$ cat src/rtl/traffic_light_ctrl_gen_pkg.sv
// ---------------------------------------------------------------------------
// traffic_light_ctrl_gen_pkg
// Shared definitions for the two-road traffic light controller:
//   - FSM state encodings (also the value shown on the debug LEDs)
//   - lamp codes in {red, yellow, green} order
//   - packed lamp bundle type and the state-to-lamp decode
//   - the phase-duration range check used at elaboration
// ---------------------------------------------------------------------------
package traffic_light_ctrl_gen_pkg;

  // State encodings. Code 7 is unused and treated as illegal.
  localparam logic [2:0] ST_MAIN_G  = 3'd0;
  localparam logic [2:0] ST_MAIN_Y  = 3'd1;
  localparam logic [2:0] ST_RED_A   = 3'd2;
  localparam logic [2:0] ST_CROSS_G = 3'd3;
  localparam logic [2:0] ST_CROSS_Y = 3'd4;
  localparam logic [2:0] ST_RED_B   = 3'd5;
  localparam logic [2:0] ST_FLASH   = 3'd6;

  // Lamp codes, bit order {red, yellow, green}.
  localparam logic [2:0] LAMP_RED = 3'b100;
  localparam logic [2:0] LAMP_YEL = 3'b010;
  localparam logic [2:0] LAMP_GRN = 3'b001;
  localparam logic [2:0] LAMP_OFF = 3'b000;

  // Everything the lamp boards see, registered as one bundle.
  typedef struct packed {
    logic [2:0] main_st;
    logic [2:0] cross_st;
    logic       walk;
  } lamps_t;

  localparam lamps_t LAMPS_ALL_RED = '{main_st: LAMP_RED, cross_st: LAMP_RED, walk: 1'b0};

  // A duration is usable when it is at least one tick and still fits in the
  // phase counter (the counter must be able to hold dur-1).
  function automatic logic dur_in_range(input int unsigned dur, input int unsigned cnt_w);
    return (dur >= 32'd1) && (dur < (32'd1 << cnt_w));
  endfunction

  // Lamp pattern for a state. flash_lit selects the lit/dark half of the
  // flashing cycle and is ignored elsewhere. Unknown codes show all-red so a
  // corrupted state can never light a green.
  function automatic lamps_t lamp_decode(input logic [2:0] st, input logic flash_lit);
    lamps_t l;
    l = LAMPS_ALL_RED;
    case (st)
      ST_MAIN_G:  l.main_st = LAMP_GRN;
      ST_MAIN_Y:  l.main_st = LAMP_YEL;
      ST_CROSS_G: begin
        l.cross_st = LAMP_GRN;
        l.walk     = 1'b1;
      end
      ST_CROSS_Y: l.cross_st = LAMP_YEL;
      ST_FLASH: begin
        l.main_st  = flash_lit ? LAMP_YEL : LAMP_OFF;
        l.cross_st = flash_lit ? LAMP_RED : LAMP_OFF;
      end
      default: l = LAMPS_ALL_RED;
    endcase
    return l;
  endfunction

endpackage

$ cat src/rtl/traffic_light_ctrl_gen_phase_timer.sv
// ---------------------------------------------------------------------------
// traffic_light_ctrl_gen_phase_timer
// Counts 1 Hz ticks spent in the current phase.
//   clk, reset_n : system clock, asynchronous active-low reset
//   tick         : 1 Hz enable
//   clear        : restart the count (state entry); wins over tick
//   saturate     : hold at dur-1 instead of wrapping (request-mode green)
//   dur          : phase duration in ticks, 1..2^CNT_W-1
//   expired      : this tick is the last tick of the phase
//   at_limit     : counter currently holds dur-1
// ---------------------------------------------------------------------------
module traffic_light_ctrl_gen_phase_timer #(
  parameter int unsigned CNT_W = 5
) (
  input  logic             clk,
  input  logic             reset_n,
  input  logic             tick,
  input  logic             clear,
  input  logic             saturate,
  input  logic [CNT_W-1:0] dur,
  output logic             expired,
  output logic             at_limit
);

  localparam logic [CNT_W-1:0] CNT_ONE = {{(CNT_W-1){1'b0}}, 1'b1};

  logic [CNT_W-1:0] r_sec_cnt;
  logic [CNT_W-1:0] w_last;

  assign w_last   = dur - CNT_ONE;
  assign at_limit = (r_sec_cnt == w_last);
  assign expired  = tick & at_limit;

  always_ff @(posedge clk or negedge reset_n) begin
    if (!reset_n) begin
      r_sec_cnt <= '0;
    end else if (clear) begin
      r_sec_cnt <= '0;
    end else if (tick) begin
      if (at_limit) begin
        // Saturating hold keeps the minimum green satisfied while waiting
        // for a request; otherwise wrap for the next phase.
        r_sec_cnt <= saturate ? r_sec_cnt : '0;
      end else begin
        r_sec_cnt <= r_sec_cnt + CNT_ONE;
      end
    end
  end

endmodule

$ cat src/rtl/traffic_light_ctrl_gen.sv
// ---------------------------------------------------------------------------
// traffic_light_ctrl_gen
// Two-road intersection controller with all-red clearance, optional
// request-held main green and a night flashing mode.
//   clk         in  system clock
//   reset_n     in  asynchronous active-low reset
//   tick_1hz    in  one-clk enable pulse per second
//   ped_req     in  cross-road / pedestrian request (level or pulse)
//   flash_en    in  night/fault flashing request
//   main_st     out main lamps {red, yellow, green}
//   cross_st    out cross lamps {red, yellow, green}
//   walk        out pedestrian walk lamp
//   req_pending out latched request
//   state_o     out current state code for debug LEDs
// ---------------------------------------------------------------------------
module traffic_light_ctrl_gen
  import traffic_light_ctrl_gen_pkg::*;
#(
  parameter int unsigned CNT_W          = 5,
  parameter int unsigned MAIN_GREEN_T   = 15,
  parameter int unsigned MAIN_YELLOW_T  = 3,
  parameter int unsigned CROSS_GREEN_T  = 10,
  parameter int unsigned CROSS_YELLOW_T = 3,
  parameter int unsigned ALL_RED_T      = 1,
  parameter int unsigned REQ_MODE       = 0
) (
  input  logic       clk,
  input  logic       reset_n,
  input  logic       tick_1hz,
  input  logic       ped_req,
  input  logic       flash_en,
  output logic [2:0] main_st,
  output logic [2:0] cross_st,
  output logic       walk,
  output logic       req_pending,
  output logic [2:0] state_o
);

  // Reject unusable durations when the block is elaborated.
  if (!(dur_in_range(MAIN_GREEN_T, CNT_W)   && dur_in_range(MAIN_YELLOW_T, CNT_W) &&
        dur_in_range(CROSS_GREEN_T, CNT_W)  && dur_in_range(CROSS_YELLOW_T, CNT_W) &&
        dur_in_range(ALL_RED_T, CNT_W))) begin : g_bad_duration
    $error("traffic_light_ctrl_gen: every phase duration must be within 1..2^CNT_W-1");
  end

  localparam logic [CNT_W-1:0] DUR_MAIN_G  = CNT_W'(MAIN_GREEN_T);
  localparam logic [CNT_W-1:0] DUR_MAIN_Y  = CNT_W'(MAIN_YELLOW_T);
  localparam logic [CNT_W-1:0] DUR_CROSS_G = CNT_W'(CROSS_GREEN_T);
  localparam logic [CNT_W-1:0] DUR_CROSS_Y = CNT_W'(CROSS_YELLOW_T);
  localparam logic [CNT_W-1:0] DUR_ALL_RED = CNT_W'(ALL_RED_T);
  // FLASH advances on every tick, so its counter only ever needs to hold 0.
  localparam logic [CNT_W-1:0] DUR_ONE     = {{(CNT_W-1){1'b0}}, 1'b1};
  localparam logic             REQ_ON      = (REQ_MODE != 0);

  logic [2:0]       r_state;
  logic             r_flash_lit;
  logic             r_req;
  lamps_t           r_lamps;

  logic [2:0]       w_state_nxt;
  logic             w_flash_lit_nxt;
  logic             w_req_nxt;
  logic             w_enter_cross_g;
  logic             w_state_change;
  logic             w_main_g_release;
  logic [CNT_W-1:0] w_dur;
  logic             w_saturate;
  logic             w_expired;
  logic             w_at_limit;

  // ---------------------------------------------------------------------
  // Phase timer
  // ---------------------------------------------------------------------
  always_comb begin
    w_dur = DUR_ONE;
    case (r_state)
      ST_MAIN_G:  w_dur = DUR_MAIN_G;
      ST_MAIN_Y:  w_dur = DUR_MAIN_Y;
      ST_RED_A:   w_dur = DUR_ALL_RED;
      ST_CROSS_G: w_dur = DUR_CROSS_G;
      ST_CROSS_Y: w_dur = DUR_CROSS_Y;
      ST_RED_B:   w_dur = DUR_ALL_RED;
      default:    w_dur = DUR_ONE;
    endcase
  end

  assign w_saturate     = REQ_ON && (r_state == ST_MAIN_G);
  assign w_state_change = (w_state_nxt != r_state);

  traffic_light_ctrl_gen_phase_timer #(
    .CNT_W (CNT_W)
  ) u_phase_timer (
    .clk      (clk),
    .reset_n  (reset_n),
    .tick     (tick_1hz),
    .clear    (w_state_change),
    .saturate (w_saturate),
    .dur      (w_dur),
    .expired  (w_expired),
    .at_limit (w_at_limit)
  );

  // In request mode the main green is a minimum: once the timer sits at its
  // limit, the next tick only leaves if a request is latched or arriving now.
  assign w_main_g_release = w_expired && (!REQ_ON || r_req || ped_req);

  // ---------------------------------------------------------------------
  // Next-state logic
  // ---------------------------------------------------------------------
  always_comb begin
    w_state_nxt     = r_state;
    w_flash_lit_nxt = r_flash_lit;
    case (r_state)
      ST_MAIN_G:  if (w_main_g_release) w_state_nxt = ST_MAIN_Y;
      ST_MAIN_Y:  if (w_expired)        w_state_nxt = ST_RED_A;
      // Flash requests are only honoured at the end of an all-red, so a
      // green or yellow is never cut short.
      ST_RED_A:   if (w_expired)        w_state_nxt = flash_en ? ST_FLASH : ST_CROSS_G;
      ST_CROSS_G: if (w_expired)        w_state_nxt = ST_CROSS_Y;
      ST_CROSS_Y: if (w_expired)        w_state_nxt = ST_RED_B;
      ST_RED_B:   if (w_expired)        w_state_nxt = flash_en ? ST_FLASH : ST_MAIN_G;
      ST_FLASH: begin
        if (tick_1hz) begin
          if (!flash_en) begin
            w_state_nxt = ST_RED_B;
          end else begin
            w_flash_lit_nxt = ~r_flash_lit;
          end
        end
      end
      // Illegal code recovers immediately, no tick required.
      default:    w_state_nxt = ST_RED_B;
    endcase
    // Flashing always starts on the lit half.
    if ((w_state_nxt == ST_FLASH) && (r_state != ST_FLASH)) begin
      w_flash_lit_nxt = 1'b1;
    end
  end

  // ---------------------------------------------------------------------
  // Request latch: set by any ped_req clock, cleared when the cross green
  // that serves it begins (clear wins over a coincident request).
  // ---------------------------------------------------------------------
  assign w_enter_cross_g = (w_state_nxt == ST_CROSS_G) && (r_state != ST_CROSS_G);

  always_comb begin
    w_req_nxt = r_req;
    if (w_enter_cross_g) begin
      w_req_nxt = 1'b0;
    end else if (ped_req) begin
      w_req_nxt = 1'b1;
    end
  end

  // ---------------------------------------------------------------------
  // State, latch and lamp registers. Lamps load from the next-state decode
  // so they switch on the same edge as the state itself.
  // ---------------------------------------------------------------------
  always_ff @(posedge clk or negedge reset_n) begin
    if (!reset_n) begin
      r_state     <= ST_RED_B;
      r_flash_lit <= 1'b0;
      r_req       <= 1'b0;
      r_lamps     <= LAMPS_ALL_RED;
    end else begin
      r_state     <= w_state_nxt;
      r_flash_lit <= w_flash_lit_nxt;
      r_req       <= w_req_nxt;
      r_lamps     <= lamp_decode(w_state_nxt, w_flash_lit_nxt);
    end
  end

  assign main_st     = r_lamps.main_st;
  assign cross_st    = r_lamps.cross_st;
  assign walk        = r_lamps.walk;
  assign req_pending = r_req;
  assign state_o     = r_state;

  // Timer limit is only consumed through expired; keep it visible for probes.
  logic w_unused;
  assign w_unused = w_at_limit;

endmodule

$ cat config.mk
export PLATFORM = sky130hd
export DESIGN_NAME = traffic_light_ctrl_gen
export DESIGN_NICKNAME = d
export VERILOG_FILES = /design/src/rtl/traffic_light_ctrl_gen_pkg.sv /design/src/rtl/traffic_light_ctrl_gen_phase_timer.sv /design/src/rtl/traffic_light_ctrl_gen.sv
export SDC_FILE = /design/constraint.sdc
export NUM_CORES = 1
export LEC_CHECK = 0
export CAP_MARGIN = 20
export CORE_MARGIN = 8
export CORE_UTILIZATION = 49
export CTS_CLUSTER_SIZE = 12
export DETAILED_ROUTE_END_ITERATION = 6
export GPL_TIMING_DRIVEN = 0
export PLACE_DENSITY_LB_ADDON = 0.15
export SYNTH_ARGS = -nofsm -noshare
export SYNTH_HDL_FRONTEND = slang
export SYNTH_HIERARCHICAL = 1
export SYNTH_SLANG_ARGS = --single-unit
$ cat constraint.sdc
create_clock -name clk -period 3 [get_ports clk]
set_input_delay 0.9 -clock clk [delete_from_list [all_inputs] [get_ports clk]]
set_output_delay 0.9 -clock clk [all_outputs]
set_load 0.02 [all_outputs]
* Word level (Yosys, flattened, before mapping) *
Index checks and enable logic that the tools add are counted.

word-level totals
  logic and storage cells = 58
  bits in registers = 17
  bits of input ports = 5
  output and inout port bits = 11

cells by class
  reductions and logical operators = 7
  bitwise gates (word level) = 2
  mux-type cells = 26
  add/subtract/negate cells = 2
  equality and inequality tests = 14

operators by type and width
  operator                                           count
  2-to-1 mux 3 bit                                   11
  one-hot mux 3 bit (7 select lines)                 1
  one-hot mux 3 bit (3 select lines)                 2
  == test 3 bit (second input constant)              5
  2-to-1 mux 5 bit                                   3
  one-hot mux 4 bit (3 select lines)                 1
  == test 3 x 2 -> 1 bit (second input constant)     3
  2-to-1 mux 1 bit                                   7
  == test 3 x 1 -> 1 bit (second input constant)     2
  zero test 3 bit                                    2
  adder 5 x 1 -> 5 bit (second input constant)       1
  == test 5 bit                                      1
  subtractor 4 x 1 -> 5 bit (second input constant)  1
  nonzero test 2 bit                                 2
  != test 3 x 2 -> 1 bit (second input constant)     1
  != test 3 bit                                      1
  != test 3 bit (second input constant)              1
  logical AND 1 bit                                  2
  2-to-1 mux 2 bit                                   1
  OR reduction 2 bit                                 1
  bitwise AND 1 bit                                  1
  NOT 1 bit                                          1

* Depth between registers and ports, before layout *
Gate-level depths: netlist of run 1.

  depth after elaboration = 13
  gate-level depth with buffers = 16
  mapped depth without buffers = 14

* Modules after synthesis *
Netlist of run 1, hierarchy kept.

by module, submodules not included
  module                              cells each  area each (sq um)  instances  sequential area each (sq um)
  traffic_light_ctrl_gen              71          716.9              1          305.3
  traffic_light_ctrl_gen_phase_timer  60          570.5              1          125.1

* Worst setup path before layout of run 1 *
Ideal clock, no wire load.

  path kind = flip-flop to flip-flop
  start point = reg r_state[1] (netlist: state_o[1])
  end point = reg u_phase_timer.r_sec_cnt[4]
  period minus slack after synthesis = 3316 ps
  arrival = 3217 ps
  path buffers = 3
  cell stages (with the launch flop) = 14
  setup slack = -316 ps
  data required time = 2901 ps
  setup time = 99 ps
  cell sequence = dfrtp_1 buf_4 nor3_1 nand2b_1 and4bb_2 o211a_1 o211a_4 and2_1 buf_4 nand2_1 nand2_1 clkbuf_1 or3b_2 o311ai_4

on the way
  cells in the longest elaborated chain, start to end = 10
  elaborated cells between the ends (all ways) = 26
  classes of those cells = add/sub (1); eq/ne (8); mux (13); bitwise (1); reduce/logical (3)

ends and longest elaborated chain
  what                                                            RTL line                                  source
  from (decl)                                                     traffic_light_ctrl_gen.sv:55              logic [2:0] r_state;
  from (signal assigned)                                          traffic_light_ctrl_gen.sv:166             r_state <= w_state_nxt;
  == test 3 bit / == test 3 x 1 -> 1 bit (equally long branches)  traffic_light_ctrl_gen.sv:76              case (r_state)
  OR reduction 2 bit (no line)                                    n/a
  one-hot mux 4 bit (3 select lines) (*)                          traffic_light_ctrl_gen.sv:76
  net w_dur[2]                                                    traffic_light_ctrl_gen.sv:66              logic [CNT_W-1:0] w_dur;
  subtractor 4 x 1 -> 5 bit (*)                                   traffic_light_ctrl_gen_phase_timer.sv:30  assign w_last = dur - CNT_ONE;
  == test 5 bit (*)                                               traffic_light_ctrl_gen_phase_timer.sv:31  assign at_limit = (r_sec_cnt == w_last);
  net w_at_limit                                                  traffic_light_ctrl_gen.sv:69              logic w_at_limit;
  bitwise AND 1 bit (*)                                           traffic_light_ctrl_gen_phase_timer.sv:32  assign expired = tick & at_limit;
  net w_expired                                                   traffic_light_ctrl_gen.sv:68              logic w_expired;
  2-to-1 mux 3 bit (tied with other cells)                        traffic_light_ctrl_gen.sv:121             ST_RED_B: if (w_expired) w_state_nxt = flash_en ? ST_FLASH : ST_MAIN_G;
  one-hot mux 3 bit (7 select lines) (*)                          traffic_light_ctrl_gen.sv:113             case (r_state)
  != test 3 bit (*)                                               traffic_light_ctrl_gen.sv:88              assign w_state_change = (w_state_nxt != r_state);
  net w_state_change                                              traffic_light_ctrl_gen.sv:64              logic w_state_change;
  2-to-1 mux 5 bit / nonzero test 2 bit (equally long branches)   n/a
  to (signal assigned)                                            traffic_light_ctrl_gen_phase_timer.sv:43  r_sec_cnt <= saturate ? r_sec_cnt : '0;
  to (signal assigned)                                            traffic_light_ctrl_gen_phase_timer.sv:45  r_sec_cnt <= r_sec_cnt + CNT_ONE;
  to (decl)                                                       traffic_light_ctrl_gen_phase_timer.sv:27  logic [CNT_W-1:0] r_sec_cnt;

The timed path passes the listed nets; every way through them passes the cells marked *. The select of a mux whose other input is x is not followed.
A chain may end at the register's enable or synchronous reset.

* Final worst setup path of run 1 *
  start point = reg r_state[2] (netlist: state_o[2])
  end point = reg u_phase_timer.r_sec_cnt[4]

Same word-level chain as after synthesis.

==> results of run 1 <==
==> report_power, final <==
group	internal [mW]	switching, mW	total (mW)
logic	0.507	0.550	1.06
clock network	0.0518	0.0744	0.126
registers	0.315	0.0752	0.390
==> final timing paths <==
path	startpoint	endpoint	slack (ns)	cells after the start
worst max-delay path	state_o[2]	u_phase_timer/r_sec_cnt[4]	0.1	14
worst min-delay path	req_pending	req_pending	0.57	2
worst max register to register	state_o[2]	u_phase_timer/r_sec_cnt[4]	0.1	14
worst min register to register	req_pending	req_pending	0.57	2
max in group asynchronous	reset_n	state_o[1]	1.46	1
min in group asynchronous	reset_n	u_phase_timer/r_sec_cnt[4]	1.03	1
==> cells by family (layout without fill, tap and decap cells) <==
group | Yosys count | in the layout
XOR/XNOR | 8 | 8
adder cells (fa/ha/maj) | 2 | 2
buffers and inverters | 12 | 41
AND/OR/NAND/NOR | 54 | 54
AO/OA/AOI/OAI | 36 | 36
other | 1 | 2
flip-flops | 17 | 17
multiplexers | 1 | 1
==> registers in the layout, indices dropped and copies added (netlist names) <==
signal and flops:
u_phase_timer/r_sec_cnt 5, cross_st 3, main_st 3, state_o 3
r_flash_lit 1, req_pending 1, walk 1
==> metrics by stage <==
step	instances	TNS (ns)	setup WS (ns)	power, mW
floorplan	132	0	0.0366	1.06
global placement	176	-0.509	-0.103	1.25
detailed placement	176	-1.57	-0.204	1.29
CTS	187	0	0.0149	1.52
global route	191	-0.0157	-0.0157	1.70
finish	191	0	0.0986	1.57
==> final cells by class <==
type | count | share of cell area
flip-flops and latches | 17 | 0.256
clock buffers | 4 | 0.0156
well taps | 30 | 0.0222
inverters | 5 | 0.0133
plain buffers | 7 | 0.0385
multi-input cells | 103 | 0.523
repair buffers | 25 | 0.132
==> worst max-delay path: cells and delay by family (launching register included) <==
kind,cells,cell delay [ns]
simple gates,6,1.07
flops,1,0.58
buf+inv,4,0.50
compound gates,3,0.46
fa+ha+maj,1,0.18
==> repair_timing <==
action,CTS,global route
gates resized for setup,6,7
pin swaps,1,0
endpoints found under the setup margin,13,11
hold buffers,0,0
cloned,0,0
setup buffers,7,4
==> layer usage <==
metal	global-route usage	share of wire
met5	0	0
met4	0.0601	0.010
met3	0.0364	0.056
met2	0.244	0.48
met1	0.204	0.45
==> cells in the final DEF (no fill, tap or decap), types with 2 or more instances in the layout <==
cell type / netlist / routed
sky130_fd_sc_hd__clkdlybuf4s50_1: 0 / 14
sky130_fd_sc_hd__buf_4: 2 / 12
sky130_fd_sc_hd__dfrtp_1: 13 / 12
sky130_fd_sc_hd__nor2_1: 9 / 9
sky130_fd_sc_hd__nand2_1: 9 / 8
sky130_fd_sc_hd__nand3b_1: 5 / 5
sky130_fd_sc_hd__nand2b_1: 6 / 5
sky130_fd_sc_hd__o2111ai_1: 5 / 5
sky130_fd_sc_hd__xor2_1: 5 / 4
sky130_fd_sc_hd__o21ai_1: 5 / 4
sky130_fd_sc_hd__a21oi_1: 5 / 4
sky130_fd_sc_hd__dfstp_2: 4 / 4
sky130_fd_sc_hd__nor3b_1: 4 / 4
sky130_fd_sc_hd__buf_6: 2 / 3
sky130_fd_sc_hd__inv_1: 5 / 3
sky130_fd_sc_hd__nand3_1: 4 / 3
sky130_fd_sc_hd__clkbuf_4: 0 / 3
sky130_fd_sc_hd__a21oi_2: 1 / 2
sky130_fd_sc_hd__xnor2_1: 3 / 2
sky130_fd_sc_hd__nor2b_1: 3 / 2
sky130_fd_sc_hd__nor3_1: 3 / 2
sky130_fd_sc_hd__and2_1: 3 / 2
sky130_fd_sc_hd__clkbuf_1: 2 / 2
sky130_fd_sc_hd__conb_1: 1 / 2
sky130_fd_sc_hd__o211a_4: 1 / 2
sky130_fd_sc_hd__o311ai_4: 2 / 2
sky130_fd_sc_hd__o221ai_2: 2 / 2
==> run metrics, run 1 <==
maximum number of pins on one net before global-route repair=18; clock latency of the later-clocked register in the worst-skew pair=0.29 ns; Seq/Total Area, Yosys=0.334; Detailed Route Iter0 Violations=44; outcome=finished clean; ratio of final minimum period to clock period=0.967; async set-reset flop share out of synthesis=1.00; global-route usage over all layers=0.156; placed wire-length estimate after detailed placement=2140 um; biggest area consumer among synthesized cells=sky130_fd_sc_hd__dfrtp_1; number of I/O port buffers=14; share of the synthesized area in the top cell type=0.253; simple-gate share of the synthesized area=0.251; Worst path slowest cell=sky130_fd_sc_hd__dfstp_2; count of final hold-check violations=0; power density relative to cell area=931 nW/um2; final core occ=0.682; post-synthesis adder-cell area fraction=0.0194; number of antenna-violating nets in the routed design=0; placeable core area=2480 um2; flip-flop cell with the highest count after synthesis=sky130_fd_sc_hd__dfrtp_1; die area=4520 um2; number of inserted filler cells in the final layout=205; Die H=67.3 um; fraction of layout cells with a size suffix above 1=0.342; largest stage delay on the critical path=about 0.58 ns; Synth Warn #=6; Sink Count=17; FF+latch area=~430 um2; worst-case hold slack=0.573 ns; synthesized area=1290 um2; most common library cells after synthesis=sky130_fd_sc_hd__dfrtp_1 (13), sky130_fd_sc_hd__nand2_1 (9), sky130_fd_sc_hd__nor2_1 (9); last weighted congestion value of the routability-driven placer=0.834; transition time at the pin with the least slew margin=0.739 ns; Antenna diodes=0; type of destination of the critical path=flop; worst hold-check path type=reg -> reg; number of failing setup endpoints in the final timing report=0; Vias=1120; relative slew slack=0.506; Leakage=0.680 nW; count of unique library cells instantiated by Yosys=50; CP Data Arrival Time=3.11 ns; Mapped Avg Cell Area=9.83 um2; main combinational cell family by area after synthesis=compound AO/OA/AOI/OAI gates; post-synthesis sequential element count=17; number of flops mapped to enable cells by yosys=0; type of the setup path with the least slack=reg -> reg; Maximum Capacitance Violations=0; count of H-tree levels built during CTS=1; Post-Route Skew=0.00158 ns; worst path cell trace=clkinvlp_4, nand3_4, inv_1, ha_4, and4bb_2, o211a_4, o211a_4, and2_4, buf_6, nand2_1, nand2_2, buf_8, or3b_4, o311ai_4; remaining global-route overflow=0; Final min period=between 2 and 3 ns; design area=1690 um2; worst path required time=3.21 ns; library cell used as clock root buffer=sky130_fd_sc_hd__clkbuf_4; global-route wire length before repair=about 5500 um; initial core utilization=0.520; multiplexer share of the synthesized area=0.00777; placement row count=18; clock input transition at the sequential cells of the worst setup and hold paths=0.10 ns; number of pins exceeding their max-slew limit in the final report=0; per-cell via count in the routed design=5.86; most frequent CP cell=sky130_fd_sc_hd__o211a_4; Worst setup SP type=flop; Placed Instance Area=1520 um2; number of detailed-route iterations in the first pass=4; width of the chip=67.3 um; Layout area overhead=31.2%; biggest area contributors in the synthesized netlist=sky130_fd_sc_hd__dfrtp_1 (25%), sky130_fd_sc_hd__dfstp_2 (8.2%), sky130_fd_sc_hd__o311ai_4 (4.1%); count of mapped cells out of synthesis=131; CTS tree=built; maximum resistive drop on vdd=0.000624 V; Ports=16; post-route DRC violation count=0; multi-input gate area in the final layout=883 um2; area fraction in compound gates after synthesis=0.277; Inserted Clock Buffers=3; fin nets=169; post-DR wirelength/cell=16.3 um; number of antenna violations at the first check in global routing=0; xor/xnor share of the synthesized area=0.0544; largest fanout on the critical path=10; buffers from clock root to sink, at most=2; most numerous cell in the Yosys netlist=sky130_fd_sc_hd__dfrtp_1; post-detailed-routing wire length=3110 um; vias in the first global route=roughly 1100; max frequency=345 MHz
No activity file was read; power rests on OpenSTA's default activity.
==> run 2: changes to the inputs <==
--- a/config.mk
+++ b/config.mk
@@ -7,7 +7,8 @@
 export LEC_CHECK = 0
 export CAP_MARGIN = 20
 export CORE_MARGIN = 8
-export CORE_UTILIZATION = 49
+export CORE_UTILIZATION = 51
+export CTS_BUF_LIST = sky130_fd_sc_hd__clkbuf_4 sky130_fd_sc_hd__clkbuf_8
 export CTS_CLUSTER_SIZE = 12
 export DETAILED_ROUTE_END_ITERATION = 6
 export GPL_TIMING_DRIVEN = 0
==> run 2 against run 1 <==
Worst setup slack lost 0.0084 ns. Cell area fell by 1.7%. Die area shrank 3.0%. Sequential power increased by 1%. Global-route usage decreased by 1.0 points. Critical path depth down 1. Register-to-register slack about the same. Largest cell class unchanged.
==> run metrics, run 2 (synthesis gave the netlist of run 1 again) <==
Hold EP=req_pending; post-DR wirelength/cell=between 15 and 20 um; cts-stage hold buffer count=0; Worst path slowest cell=sky130_fd_sc_hd__dfrtp_2; Worst setup SP type=flop; maximum number of pins on one net before global-route repair=18; placeable core area=2430 um2; R2R Setup Slk=0.09 ns; number of I/O port buffers=14; Final min period=2.91 ns; vias in the first global route=1125; global-route wire length before repair=5090 um; placement row count=18; power density relative to cell area=933 nW/um2; ratio of final minimum period to clock period=0.970; worst-case hold slack=0.578 ns; placed wire-length estimate after detailed placement=just over 2000 um; number of inserted filler cells in the final layout=189; outcome=finished clean; last weighted congestion value of the routability-driven placer=0.830; setup TNS=0 ns; type of the setup path with the least slack=reg -> reg; count of H-tree levels built during CTS=1; final core occ=0.683; FF-to-FF Start=state_o[1]; top register by number of flip-flops=u_phase_timer/r_sec_cnt; Post-Route Skew=around 0.00079 ns; post-detailed-routing wire length=roughly 3000 um; post-route DRC violation count=0; remaining global-route overflow=0; Ports=16; fraction of power consumed by combinational cells=0.665; Die H=between 60 and 70 um; per-cell via count in the routed design=5.95; die area=4390 um2; hold path startpoint=req_pending; CP Data Arrival Time=just over 3 ns; pre-CTS WS=-0.127 ns; length in cells of the worst reg-to-reg path=13; type of destination of the critical path=flop; clock network power share=0.081; Sink Count=17; Worst Hold Depth=2; global-route usage over all layers=0.146; relative slew slack=0.492; Switching Power=0.691 mW; Maximum Capacitance Violations=0; initial core utilization=0.529; largest fanout on the critical path=10; Net Sw Frac=0.447; largest stage delay on the critical path=between 0.4 and 0.5 ns; width of the chip=66.2 um; max FFs per register=5; leading cell types in the layout, fill and taps excluded=sky130_fd_sc_hd__clkdlybuf4s50_1 (14), sky130_fd_sc_hd__dfrtp_1 (12), sky130_fd_sc_hd__buf_4 (9), sky130_fd_sc_hd__nor2_1 (9), sky130_fd_sc_hd__nand2_1 (8); maximum resistive drop on vdd=0.000604 V; count of final hold-check violations=0; clock input transition at the sequential cells of the worst setup and hold paths=0.10 ns; final worst-path setup slack=0.0902 ns; Vias=1118; number of failing setup endpoints in the final timing report=0; number of antenna-violating nets in the routed design=0; clock latency of the later-clocked register in the worst-skew pair=0.29 ns; Detailed Route Iter0 Violations=86; most common cell after layout, fill and taps aside=sky130_fd_sc_hd__clkdlybuf4s50_1; transition time at the pin with the least slew margin=approximately 0.76 ns; fin nets=166; worst hold-check path type=reg -> reg; number of detailed-route iterations in the first pass=4; Antenna diodes=0; reg-to-reg critical path endpoint=u_phase_timer/r_sec_cnt[4]; Leakage=around 0.67 nW; number of antenna violations at the first check in global routing=0; worst path required time=about 3.2 ns; Layout area overhead=29.0%; design internal power=0.857 mW; buffers from clock root to sink, at most=2; max frequency=344 MHz; fraction of layout cells with a size suffix above 1=0.323; worst path cell trace=buf_4, nor3_4, nand2b_4, and4bb_2, o211a_4, o211a_4, and2_4, buf_6, nand2_1, nand2_2, buf_8, or3b_4, o311ai_4; part of the total power dissipated in sequential elements=0.254; number of pins exceeding their max-slew limit in the final report=0; Inserted Clock Buffers=3; most frequent CP cell=sky130_fd_sc_hd__o211a_4; library cell used as clock root buffer=sky130_fd_sc_hd__clkbuf_4; CTS tree=built
[run 2: how the worst max path moves through the flow]
stage / start / endpoint / slack (ns) / depth (start not counted)
6_report: state_o[1] / u_phase_timer/r_sec_cnt[4] / 0.09 / 13
5_1_grt: state_o[1] / u_phase_timer/r_sec_cnt[4] / -0.04 / 13
4_1_cts: state_o[2] / u_phase_timer/r_sec_cnt[4] / 0.02 / 14
3_5_place_dp: state_o[0] / u_phase_timer/r_sec_cnt[4] / -0.13 / 14
3_3_place_gp: state_o[0] / u_phase_timer/r_sec_cnt[2] / -0.09 / 13
2_1_floorplan: state_o[0] / u_phase_timer/r_sec_cnt[4] / 0.04 / 14
[run 2: timing repair]
item / in CTS / in global routing
gates resized for setup: 5 / 6
endpoints found under the setup margin: 13 / 10
buffers inserted: 4 / 4
pin swaps: 3 / 2
[run 2: critical path: cells and delay by family, from the launching register on]
family | cells | cell delay (ns)
AOI/OAI and AO/OA | 3 | 0.48
DFF | 1 | 0.46
and+or+nand+nor | 7 | 1.39
buffers and inverters | 3 | 0.48
[run 2: metrics by stage]
stage	instance area, um2	power, mW	std cells
after floorplan	1340	1.06	132
after global placement	1520	1.25	176
after detailed placement	1520	1.28	176
after CTS	1600	1.47	184
after global routing	1660	1.66	188
final	1660	1.55	188
[run 2: final cells by class]
type / instances / area [um2] / area share
multi-input combinational: 103 / 876 / 0.528
sequential: 17 / 432 / 0.260
timing repair buffer: 22 / 200 / 0.121
buffer: 7 / 65.1 / 0.0392
tap: 30 / 37.5 / 0.0226
clock buffer: 3 / 22.5 / 0.0136
inverter: 5 / 22.5 / 0.0136
clock inverter: 1 / 5.00 / 0.00301
[run 2: per-layer routing]
metal,wire [um],share of wire,track usage
met5,0,0,0
met4,39,0.013,0.0507
met3,213,0.070,0.0407
met2,1440,0.47,0.238
met1,1350,0.44,0.180
[run 2: power groups by stage]
stage	registers (mW)	clock network, mW	logic (mW)
CTS	0.391	0.131	0.948
floorplan	0.440	0	0.619
finish	0.394	0.125	1.03
global route	0.403	0.143	1.11
global placement	0.398	0	0.852
detailed placement	0.403	0	0.874
